## src/rtl/turn_sequencer.sv

```systemverilog
// ---------------------------------------------------------------------------
// turn_sequencer
// ---------------------------------------------------------------------------
// Game-flow controller. It runs one ply at a time:
//   1. pulse gen_en to generateMoves and wait for gen_done,
//   2. hand the move request to the human path (keyboard/LCD confirm)
//      or to AI_Engine, chosen by the colour mask latched at start,
//   3. register the chosen move and pulse bu_en to board_update_v,
//   4. wait for bu_done, count the ply, and either loop or end the game.
// The game ends on: no legal moves (side to move loses), the ply limit
// (draw), or the AI failing to answer within AI_TIMEOUT cycles (side to
// move loses, ai_timeout flagged).
//
// Handshake semantics: every *_done / human_confirm input is a request
// that is only honoured while the FSM sits in the state that owns it
// (gen_done in S_GWAIT, human_confirm in S_HUMAN, ai_done in S_AI,
// bu_done in S_BWAIT). In any other state the input is ignored, so a
// stray or late pulse can never advance the game. gen_en and bu_en are
// single-cycle pulses; ai_en is a level held for the whole S_AI stay.
//
// Ports:
//   clk            system clock (clk50)
//   RST            asynchronous active-high reset
//   start          begin a new game (only in S_IDLE / S_OVER)
//   ai_mask[1:0]   bit p set -> player p is AI (0 white, 1 black)
//   player_in      side to move, from board_update_v
//   gen_en         pulse to generateMoves
//   gen_done       generateMoves finished
//   move_set[127:0] legal-move bitmap, all-zero = no legal move
//   human_confirm  human move confirmed (pulse)
//   human_pid/loc  human piece ID / destination {y,x}
//   ai_en          level enable to AI_Engine
//   ai_done        AI_Engine finished
//   ai_pid/loc     AI piece ID / destination
//   bu_en          pulse to board_update_v
//   bu_pid/loc     registered move handed to board_update_v
//   bu_done        board_update_v finished
//   ply_count[8:0] completed plies in this game
//   game_over      high while in S_OVER
//   draw           game ended on ply limit
//   winner         winning colour when game_over && !draw
//   ai_timeout     game ended because the AI did not answer in time
//   state_dbg[2:0] current state encoding
// ---------------------------------------------------------------------------
module turn_sequencer #(
   parameter int MAX_PLIES  = 200,
   parameter int AI_TIMEOUT = 25000000,
   parameter int TO_W       = 25
) (
   input  logic         clk,
   input  logic         RST,
   input  logic         start,
   input  logic [1:0]   ai_mask,
   input  logic         player_in,
   output logic         gen_en,
   input  logic         gen_done,
   input  logic [127:0] move_set,
   input  logic         human_confirm,
   input  logic [3:0]   human_pid,
   input  logic [5:0]   human_loc,
   output logic         ai_en,
   input  logic         ai_done,
   input  logic [3:0]   ai_pid,
   input  logic [5:0]   ai_loc,
   output logic         bu_en,
   output logic [3:0]   bu_pid,
   output logic [5:0]   bu_loc,
   input  logic         bu_done,
   output logic [8:0]   ply_count,
   output logic         game_over,
   output logic         draw,
   output logic         winner,
   output logic         ai_timeout,
   output logic [2:0]   state_dbg
);

   typedef enum logic [2:0] {
      S_IDLE   = 3'd0,
      S_GEN    = 3'd1,
      S_GWAIT  = 3'd2,
      S_HUMAN  = 3'd3,
      S_AI     = 3'd4,
      S_COMMIT = 3'd5,
      S_BWAIT  = 3'd6,
      S_OVER   = 3'd7
   } state_t;

   // Last counter value allowed in S_AI; reaching it without ai_done
   // ends the game on the following edge.
   localparam logic [TO_W-1:0] TO_LAST   = TO_W'(AI_TIMEOUT - 1);
   localparam logic [8:0]      PLY_LIMIT = 9'(MAX_PLIES);

   state_t          state;
   logic [1:0]      mask_q;
   logic [TO_W-1:0] to_cnt;
   logic [8:0]      ply_next;

   assign ply_next  = ply_count + 9'd1;

   // Level outputs decoded straight from the state register.
   assign ai_en     = (state == S_AI);
   assign game_over = (state == S_OVER);
   assign state_dbg = state;

   always_ff @(posedge clk or posedge RST) begin
      if (RST) begin
         state      <= S_IDLE;
         mask_q     <= 2'b00;
         to_cnt     <= '0;
         gen_en     <= 1'b0;
         bu_en      <= 1'b0;
         bu_pid     <= 4'd0;
         bu_loc     <= 6'd0;
         ply_count  <= 9'd0;
         draw       <= 1'b0;
         winner     <= 1'b0;
         ai_timeout <= 1'b0;
      end else begin
         // Pulses default low; they are raised on the edge that enters
         // their owning state so they are high for exactly that state.
         gen_en <= 1'b0;
         bu_en  <= 1'b0;

         case (state)
            S_IDLE, S_OVER: begin
               if (start) begin
                  mask_q     <= ai_mask;
                  ply_count  <= 9'd0;
                  draw       <= 1'b0;
                  winner     <= 1'b0;
                  ai_timeout <= 1'b0;
                  gen_en     <= 1'b1;
                  state      <= S_GEN;
               end
            end

            S_GEN: begin
               state <= S_GWAIT;
            end

            S_GWAIT: begin
               if (gen_done) begin
                  if (move_set == 128'd0) begin
                     // Side to move is stuck: the other side wins.
                     winner <= ~player_in;
                     state  <= S_OVER;
                  end else if (mask_q[player_in]) begin
                     to_cnt <= '0;
                     state  <= S_AI;
                  end else begin
                     state <= S_HUMAN;
                  end
               end
            end

            S_HUMAN: begin
               if (human_confirm) begin
                  bu_pid <= human_pid;
                  bu_loc <= human_loc;
                  bu_en  <= 1'b1;
                  state  <= S_COMMIT;
               end
            end

            S_AI: begin
               // ai_done is checked first so an answer on the final
               // allowed cycle still counts as a move.
               if (ai_done) begin
                  bu_pid <= ai_pid;
                  bu_loc <= ai_loc;
                  bu_en  <= 1'b1;
                  state  <= S_COMMIT;
               end else if (to_cnt == TO_LAST) begin
                  ai_timeout <= 1'b1;
                  winner     <= ~player_in;
                  state      <= S_OVER;
               end else begin
                  to_cnt <= to_cnt + 1'b1;
               end
            end

            S_COMMIT: begin
               state <= S_BWAIT;
            end

            S_BWAIT: begin
               if (bu_done) begin
                  ply_count <= ply_next;
                  if (ply_next == PLY_LIMIT) begin
                     draw  <= 1'b1;
                     state <= S_OVER;
                  end else begin
                     gen_en <= 1'b1;
                     state  <= S_GEN;
                  end
               end
            end

            default: begin
               state <= S_IDLE;
            end
         endcase
      end
   end

endmodule

```

## config.mk

```make
export PLATFORM = sky130hd
export DESIGN_NAME = turn_sequencer
export DESIGN_NICKNAME = d
export VERILOG_FILES = /design/src/rtl/turn_sequencer.sv
export SDC_FILE = /design/constraint.sdc
export NUM_CORES = 1
export LEC_CHECK = 0
export CAP_MARGIN = 20
export CORE_UTILIZATION = 37
export CTS_BUF_LIST = sky130_fd_sc_hd__clkbuf_8
export CTS_CLUSTER_SIZE = 24
export DETAILED_ROUTE_END_ITERATION = 16
export PLACE_DENSITY_LB_ADDON = 0.1
export SETUP_SLACK_MARGIN = 0.15
export SLEW_MARGIN = 20
export SYNTH_ARGS = -nofsm -noshare
export SYNTH_HDL_FRONTEND = slang
export SYNTH_SLANG_ARGS = --single-unit
```

## constraint.sdc

```tcl
create_clock -name clk -period 1.9 [get_ports clk]
set_input_delay 0.38 -clock clk [delete_from_list [all_inputs] [get_ports clk]]
set_output_delay 0.38 -clock clk [all_outputs]
set_load 0.05 [all_outputs]
```

==> flow_metrics.env, run 1 <==
export IMPL_final_min_clock_period_ns=1.98
export IMPL_antenna_found_initial=0
export IMPL_fmax_mhz=504
export IMPL_finalHoldViolCount=0
export IMPL_final_nets=814
export IMPL_port_buffers=186
export IMPL_swShare_pct=43.6
export IMPL_syn_area_per_cell_sq_um=8.96
export IMPL_maxCapViolations=0
export IMPL_final_cell_mix="90 x buf_4, 45 x dlygate4sd2_1, 43 x dfrtp_1"
export IMPL_pwr_share_comb_pct=60.1
export IMPL_status="complete, but fails checks"
export IMPL_worst_slack_ns=-0.0844
export IMPL_violations="setup timing"
export IMPL_netlist_instances=383
export IMPL_drc=0
export IMPL_p_seq_share_pct=27.9
export IMPL_grt_use_met2_pct=45.3
export IMPL_core_rowCount=34
export IMPL_cts_hold_buffers_added=0
export IMPL_routabilityCongestion=0.888
export IMPL_grt_max_degree=55
export IMPL_synth_top_area_share_pct=39.4
export IMPL_grt_pass1_vias=4205
export IMPL_top_usage_layer="met2"
export IMPL_pwr_density_cell_nw_per_um2=832
export IMPL_synth_seq_cells=54
export IMPL_crit_required_ns=2.10
export IMPL_min_path_type="primary input to asynchronous set/reset pin"
export IMPL_r2r_end="to_cnt[0]"
export IMPL_hold_slack_ns=0.432
export IMPL_fillers=651
export IMPL_p_switching_mw=2.39
export IMPL_skew_ns=0.00845
export IMPL_pwr_share_clk_pct=12.0
export IMPL_area_growth_pct=92.1
export IMPL_drt_initial_drc_count=165
export IMPL_grt_use_met3_pct=3.79
export IMPL_setup_violations=18
export IMPL_cellLeakagePower_nw=2.94
export IMPL_root_buffer="clkbuf_8"
export IMPL_grtUsageMet1_pct=34.0
export IMPL_first_pass_iters=7
export IMPL_ys_top_cells_by_area="dfrtp_1 39%, nor4_1 7.1%, o21ai_0 4.8%"
export IMPL_drtAntennaViolNets=0
export IMPL_vdd_drop_max_uv=1000
export IMPL_cp_end_kind="register"
export IMPL_r2r_start="to_cnt[1]"
export IMPL_crit_type="register to register"
export IMPL_dp_slack_ns=-0.645
export IMPL_min_period_over_period_pct=104
export IMPL_synth_ff_type="dfrtp_1"
export IMPL_internal_power_mw=3.09
export IMPL_ios=187
export IMPL_die_area_sq_um=9670
export IMPL_arrival_ns=2.18
export IMPL_cp_max_fo=19
export IMPL_drive_above_1_share_pct=44.0
export IMPL_track_usage_pct=25.9
export IMPL_synth_top_area_cell="dfrtp_1"
export IMPL_startpoint_type="register"
export IMPL_max_slew_margin_pct=66.2
export IMPL_synth_edf_count=0
export IMPL_hpwl_um=9220
export IMPL_yosysSeqAreaShare_pct=39.4
export IMPL_clk_pin_slew_ns=0.10
export IMPL_die_h_um=98.3
export IMPL_yosysWarnings=0
export IMPL_max_slew_worst_pin_slew_ns=0.506
export IMPL_vias_per_cell=5.51
export IMPL_start_util_pct=38.8
export IMPL_n_antenna_cell=0
export IMPL_post_drt_wl_per_cell_um=17.2
export IMPL_slew_violations=0
export IMPL_clk_path_buf_depth=2
export IMPL_cts_num_sinks=54
export IMPL_vias=4206
export IMPL_grt_overflow_total=0
export IMPL_cts_tree="built"
export IMPL_die_x_um=98.3
export IMPL_reg2reg_depth=8
export IMPL_rsz0062_at_grt="yes"
export IMPL_synth_cell_types=56
export IMPL_rrSetupSlack_ns=-0.08
export IMPL_synthArstFlopShare_pct=100
export IMPL_cts_max_level=2
export IMPL_synth_area_sq_um=3430
export IMPL_routed_wl_um=13100
export IMPL_final_util_pct=74.5
export IMPL_layout_commonest_cell="buf_4"
export IMPL_coreArea_sq_um=8850
export IMPL_clock_latency_ns=0.31
export IMPL_syn_num_nets=543
export IMPL_cts_made_buffers=5
export IMPL_grt_pass1_wl_um=20300
export IMPL_power_mw=5.49
export IMPL_tns_ns=-0.639
cell families after synthesis:
group / Yosys count / synth area share [%]
AND/OR/NAND/NOR: 175 / 28.9
AO/OA/AOI/OAI: 101 / 19.8
flip-flops: 54 / 39.4
buffers and inverters: 28 / 4.34
multiplexers: 21 / 6.41
XOR/XNOR: 2 / 0.510
adder cells (fa/ha/maj): 2 / 0.729
worst max-delay path: stages, from the launching register on:
cell and delay [ns]:
dfrtp_1 0.41, ha_4 0.17, nor4b_4 0.18, nand4_1 0.24
buf_4 0.24, o21ai_4 0.16, nor2_4 0.06, buf_12 0.16
mux2_2 0.26
how the worst max path moves through the flow:
stage            startpoint          to  slack (ns)  cells past startpoint
2_1_floorplan  state_dbg[2]  to_cnt[23]       -0.09                      8
3_3_place_gp    move_set[6]   to_cnt[0]       -0.57                      9
3_5_place_dp    move_set[9]   to_cnt[0]       -0.65                      9
4_1_cts           to_cnt[0]   to_cnt[0]       -0.08                      8
5_1_grt           to_cnt[1]  to_cnt[16]       -0.17                      8
6_report          to_cnt[1]   to_cnt[0]       -0.08                      8
final cells by class:
class	instances	area, sq um	area share [%]
tap	108	135	2.05
timing repair buffer	282	2430	36.8
inverter	10	45.0	0.683
sequential	54	1370	20.7
clock inverter	3	17.5	0.266
clock buffer	5	68.8	1.04
multi-input combinational	301	2530	38.4
registers in the layout, summed over array words and instances (netlist names):
register,flops
mask_q,2
bu_pid,4
draw,1
bu_en,1
to_cnt,25
ai_timeout,1
ply_count,9
state_dbg,3
gen_en,1
winner,1
bu_loc,6
Yosys cell counts, drive strengths merged, types with 6 or more instances:
master and instances:
nor3 15, o22ai 8, dfrtp 54, clkbuf 8
inv 10, o21ai 42, a31oi 6, buf 10
a22o 8, nand3 22, a21o 11, nand2 38
nor2 14, nand4 14, mux2 8, mux2i 13
and3 8, nor4 43
per-layer routing:
metal	wire length, um	share of wire (%)
met1	5450	42
met3	634	4.8
met4	191	1.5
met2	6830	52
met5	0	0
timing repair:
item | CTS | global route
gates cloned | 2 | 0
setup buffers | 15 | 10
gates resized for setup | 345 | 79
setup endpoints to repair | 46 | 34
pin swaps | 29 | 40
stage by stage:
stage               area, sq um  instances
global placement           5970        728
floorplan                  3540        383
detailed placement         5970        728
CTS                        6250        753
finish                     6600        763
global route               6600        763
power groups by stage:
stage,sequential (mW),clock [mW],combinational (mW)
floorplan,2.16,0,1.05
global placement,1.54,0,2.87
detailed placement,1.55,0,2.91
CTS,1.54,0.665,3.05
global route,1.56,0.712,3.51
finish,1.53,0.658,3.30
(Power assumes the default switching activity.)
==> inputs of run 2 (changes only) <==
--- a/config.mk
+++ b/config.mk
@@ -6,10 +6,12 @@
 export NUM_CORES = 1
 export LEC_CHECK = 0
 export CAP_MARGIN = 20
-export CORE_UTILIZATION = 37
+export CORE_UTILIZATION = 60
 export CTS_BUF_LIST = sky130_fd_sc_hd__clkbuf_8
 export CTS_CLUSTER_SIZE = 24
 export DETAILED_ROUTE_END_ITERATION = 16
+export DONT_BUFFER_PORTS = 1
+export GPL_ROUTABILITY_DRIVEN = 1
 export PLACE_DENSITY_LB_ADDON = 0.1
 export SETUP_SLACK_MARGIN = 0.15
 export SLEW_MARGIN = 20
==> run 2 against run 1 <==
The run still ends with setup timing left; sequential cell count is the same; global-route usage grew 14 points; sequential power grew 31%; die area shrank 38%; via count shrank 3.2%; combinational power shrank 24%; utilization grew 13 points; clock skew is essentially flat; final area shrank 27%; critical endpoint is now to_cnt[24]; largest power group unchanged.
==> flow_metrics.env, run 2 (synthesis results as in run 1) <==
export IMPL_largest_reg_flops=25
export IMPL_clk_pin_slew_ns=0.11
export IMPL_routed_wl_um=13700
export IMPL_pwr_share_comb_pct=48.1
export IMPL_startpoint_type="register"
export IMPL_swShare_pct=47.4
export IMPL_rrSetupSlack_ns=-0.26
export IMPL_placed_area_sq_um=4070
export IMPL_max_slew_margin_pct=60.2
export IMPL_crit_chain="ha_4 -> nor4b_4 -> nand4_1 -> o211ai_4 -> buf_12 -> buf_4 -> nor4_4 -> mux2_4"
export IMPL_crit_slowest_cell="dfrtp_1"
export IMPL_max_slew_worst_pin_slew_ns=0.595
export IMPL_cts_made_buffers=5
export IMPL_wl_met2_um=6630
export IMPL_finalHoldViolCount=0
export IMPL_coreArea_sq_um=5510
export IMPL_final_nets=629
export IMPL_fin_cells=542
export IMPL_vdd_drop_max_uv=1050
export IMPL_layout_commonest_cell="buf_4"
export IMPL_fin_area_sq_um=4800
export IMPL_p_seq_share_pct=38.4
export IMPL_final_cell_mix="74 x buf_4, 43 x dfrtp_1, 37 x nor4_1"
export IMPL_arrival_ns=2.38
export IMPL_clock_latency_ns=0.33
export IMPL_core_rowCount=27
export IMPL_cts_num_sinks=54
export IMPL_clk_path_buf_depth=2
export IMPL_drt_initial_drc_count=439
export IMPL_cts_max_level=2
export IMPL_pwr_density_cell_nw_per_um2=1080
export IMPL_place_inst=509
export IMPL_final_min_clock_period_ns=2.16
export IMPL_post_drt_wl_per_cell_um=25.2
export IMPL_fmax_mhz=463
export IMPL_status="complete, but fails checks"
export IMPL_start_util_pct=62.3
export IMPL_internal_power_mw=2.74
export IMPL_vias_per_cell=7.51
export IMPL_slew_violations=0
export IMPL_cpPeakStageDelay_ns=0.41
export IMPL_rsz0062_at_grt="yes"
export IMPL_regMostFlops="to_cnt"
export IMPL_vias=4071
export IMPL_hpwl_um=8340
export IMPL_path_buf_inv=2
export IMPL_dp_slack_ns=-0.140
export IMPL_reg_top3="to_cnt: 25 flops, ply_count: 9 flops, bu_loc: 6 flops"
export IMPL_fillers=281
export IMPL_crit_required_ns=2.12
export IMPL_die_h_um=77.6
export IMPL_cp_max_fo=8
export IMPL_cts_tree="built"
export IMPL_die_x_um=77.6
export IMPL_n_antenna_cell=0
export IMPL_maxCapViolations=0
export IMPL_grt_pass1_wl_um=18200
export IMPL_violations="setup timing"
export IMPL_wl_met1_um=4820
export IMPL_grt_max_degree=25
export IMPL_seqCellArea_sq_um=1370
export IMPL_ios=187
export IMPL_first_pass_iters=5
export IMPL_crit_type="register to register"
export IMPL_die_area_sq_um=6030
export IMPL_drc=0
export IMPL_critPathTopFamily="simple AND/OR/NAND/NOR gates"
export IMPL_drive_above_1_share_pct=40.0
export IMPL_tns_ns=-5.17
export IMPL_worst_slack_ns=-0.259
export IMPL_cp_end_kind="register"
export IMPL_grt_pass1_vias=3712
export IMPL_port_buffers=0
export IMPL_routabilityCongestion=1.06
export IMPL_area_growth_pct=39.8
export IMPL_pwr_share_clk_pct=13.5
export IMPL_skew_ns=0.00834
export IMPL_root_buffer="clkbuf_8"
export IMPL_cellLeakagePower_nw=2.06
export IMPL_top_layer="met4"
export IMPL_met3WireLength_um=1380
export IMPL_drtAntennaViolNets=0
export IMPL_power_mw=5.20
export IMPL_grt_overflow_total=0
export IMPL_min_path_type="primary input to register"
export IMPL_p_switching_mw=2.46
export IMPL_setup_violations=30
export IMPL_multi_input_area_sq_um=2320
export IMPL_track_usage_pct=39.9
export IMPL_antenna_found_initial=0
export IMPL_min_period_over_period_pct=114
[run 2: per-layer routing]
metal,global-route usage (%),vias up
met2,65.7,343
met5,0,-
met1,48.5,1975
li1,-,1672
met4,18.3,0
met3,10.9,81
[run 2: power groups by stage]
stage                     Combinational [mW]  Clock [mW]  Sequential [mW]
final                                   2.50       0.703             2.00
after global routing                    2.64       0.724             2.01
after CTS                               2.01       0.682             1.98
after detailed placement                1.79           0             1.99
after global placement                  1.72           0             1.98
after floorplan                         1.05           0             2.16
[run 2: layout make-up]
cell class | instances | share of cell area [%]
Multi-Input combinational cell | 301 | 48.3
Sequential cell | 54 | 28.4
Tap cell | 72 | 1.88
Timing Repair Buffer | 97 | 18.6
Inverter | 10 | 0.938
Clock inverter | 3 | 0.443
Clock buffer | 5 | 1.43
[run 2: stage by stage]
step / hold WS, ns / util [%]
floorplan: 0.474 / -
global route: 0.122 / 87.2
detailed placement: 0.335 / 73.8
finish: 0.126 / 87.2
global placement: 0.323 / 73.8
CTS: 0.150 / 82.5
[run 2: final timing paths]
kind | startpoint | end | depth (start not counted)
worst max-delay path | to_cnt[0] | to_cnt[24] | 8
worst min-delay path | start | draw | 1
worst max register to register | to_cnt[0] | to_cnt[24] | 8
worst min register to register | mask_q[1] | mask_q[1] | 1
max in group asynchronous | RST | state_dbg[0] | 3
min in group asynchronous | RST | ply_count[7] | 2
[run 2: worst register-to-register path: cells and delay by family (launching register included)]
family / cells / cell delay (ns)
DFF: 1 / 0.41
and+or+nand+nor: 3 / 0.57
muxes: 1 / 0.28
buffers and inverters: 2 / 0.31
adders and majority gates: 1 / 0.16
AOI/OAI and AO/OA: 1 / 0.32
[run 2: repair_timing]
action / CTS / global route
endpoints found under the hold margin: 22 / 0
pin swaps: 23 / 14
setup buffers: 10 / 12
cloned: 0 / 2
setup endpoints to repair: 44 / 46
gates resized for setup: 59 / 30
hold buffers: 1 / 0
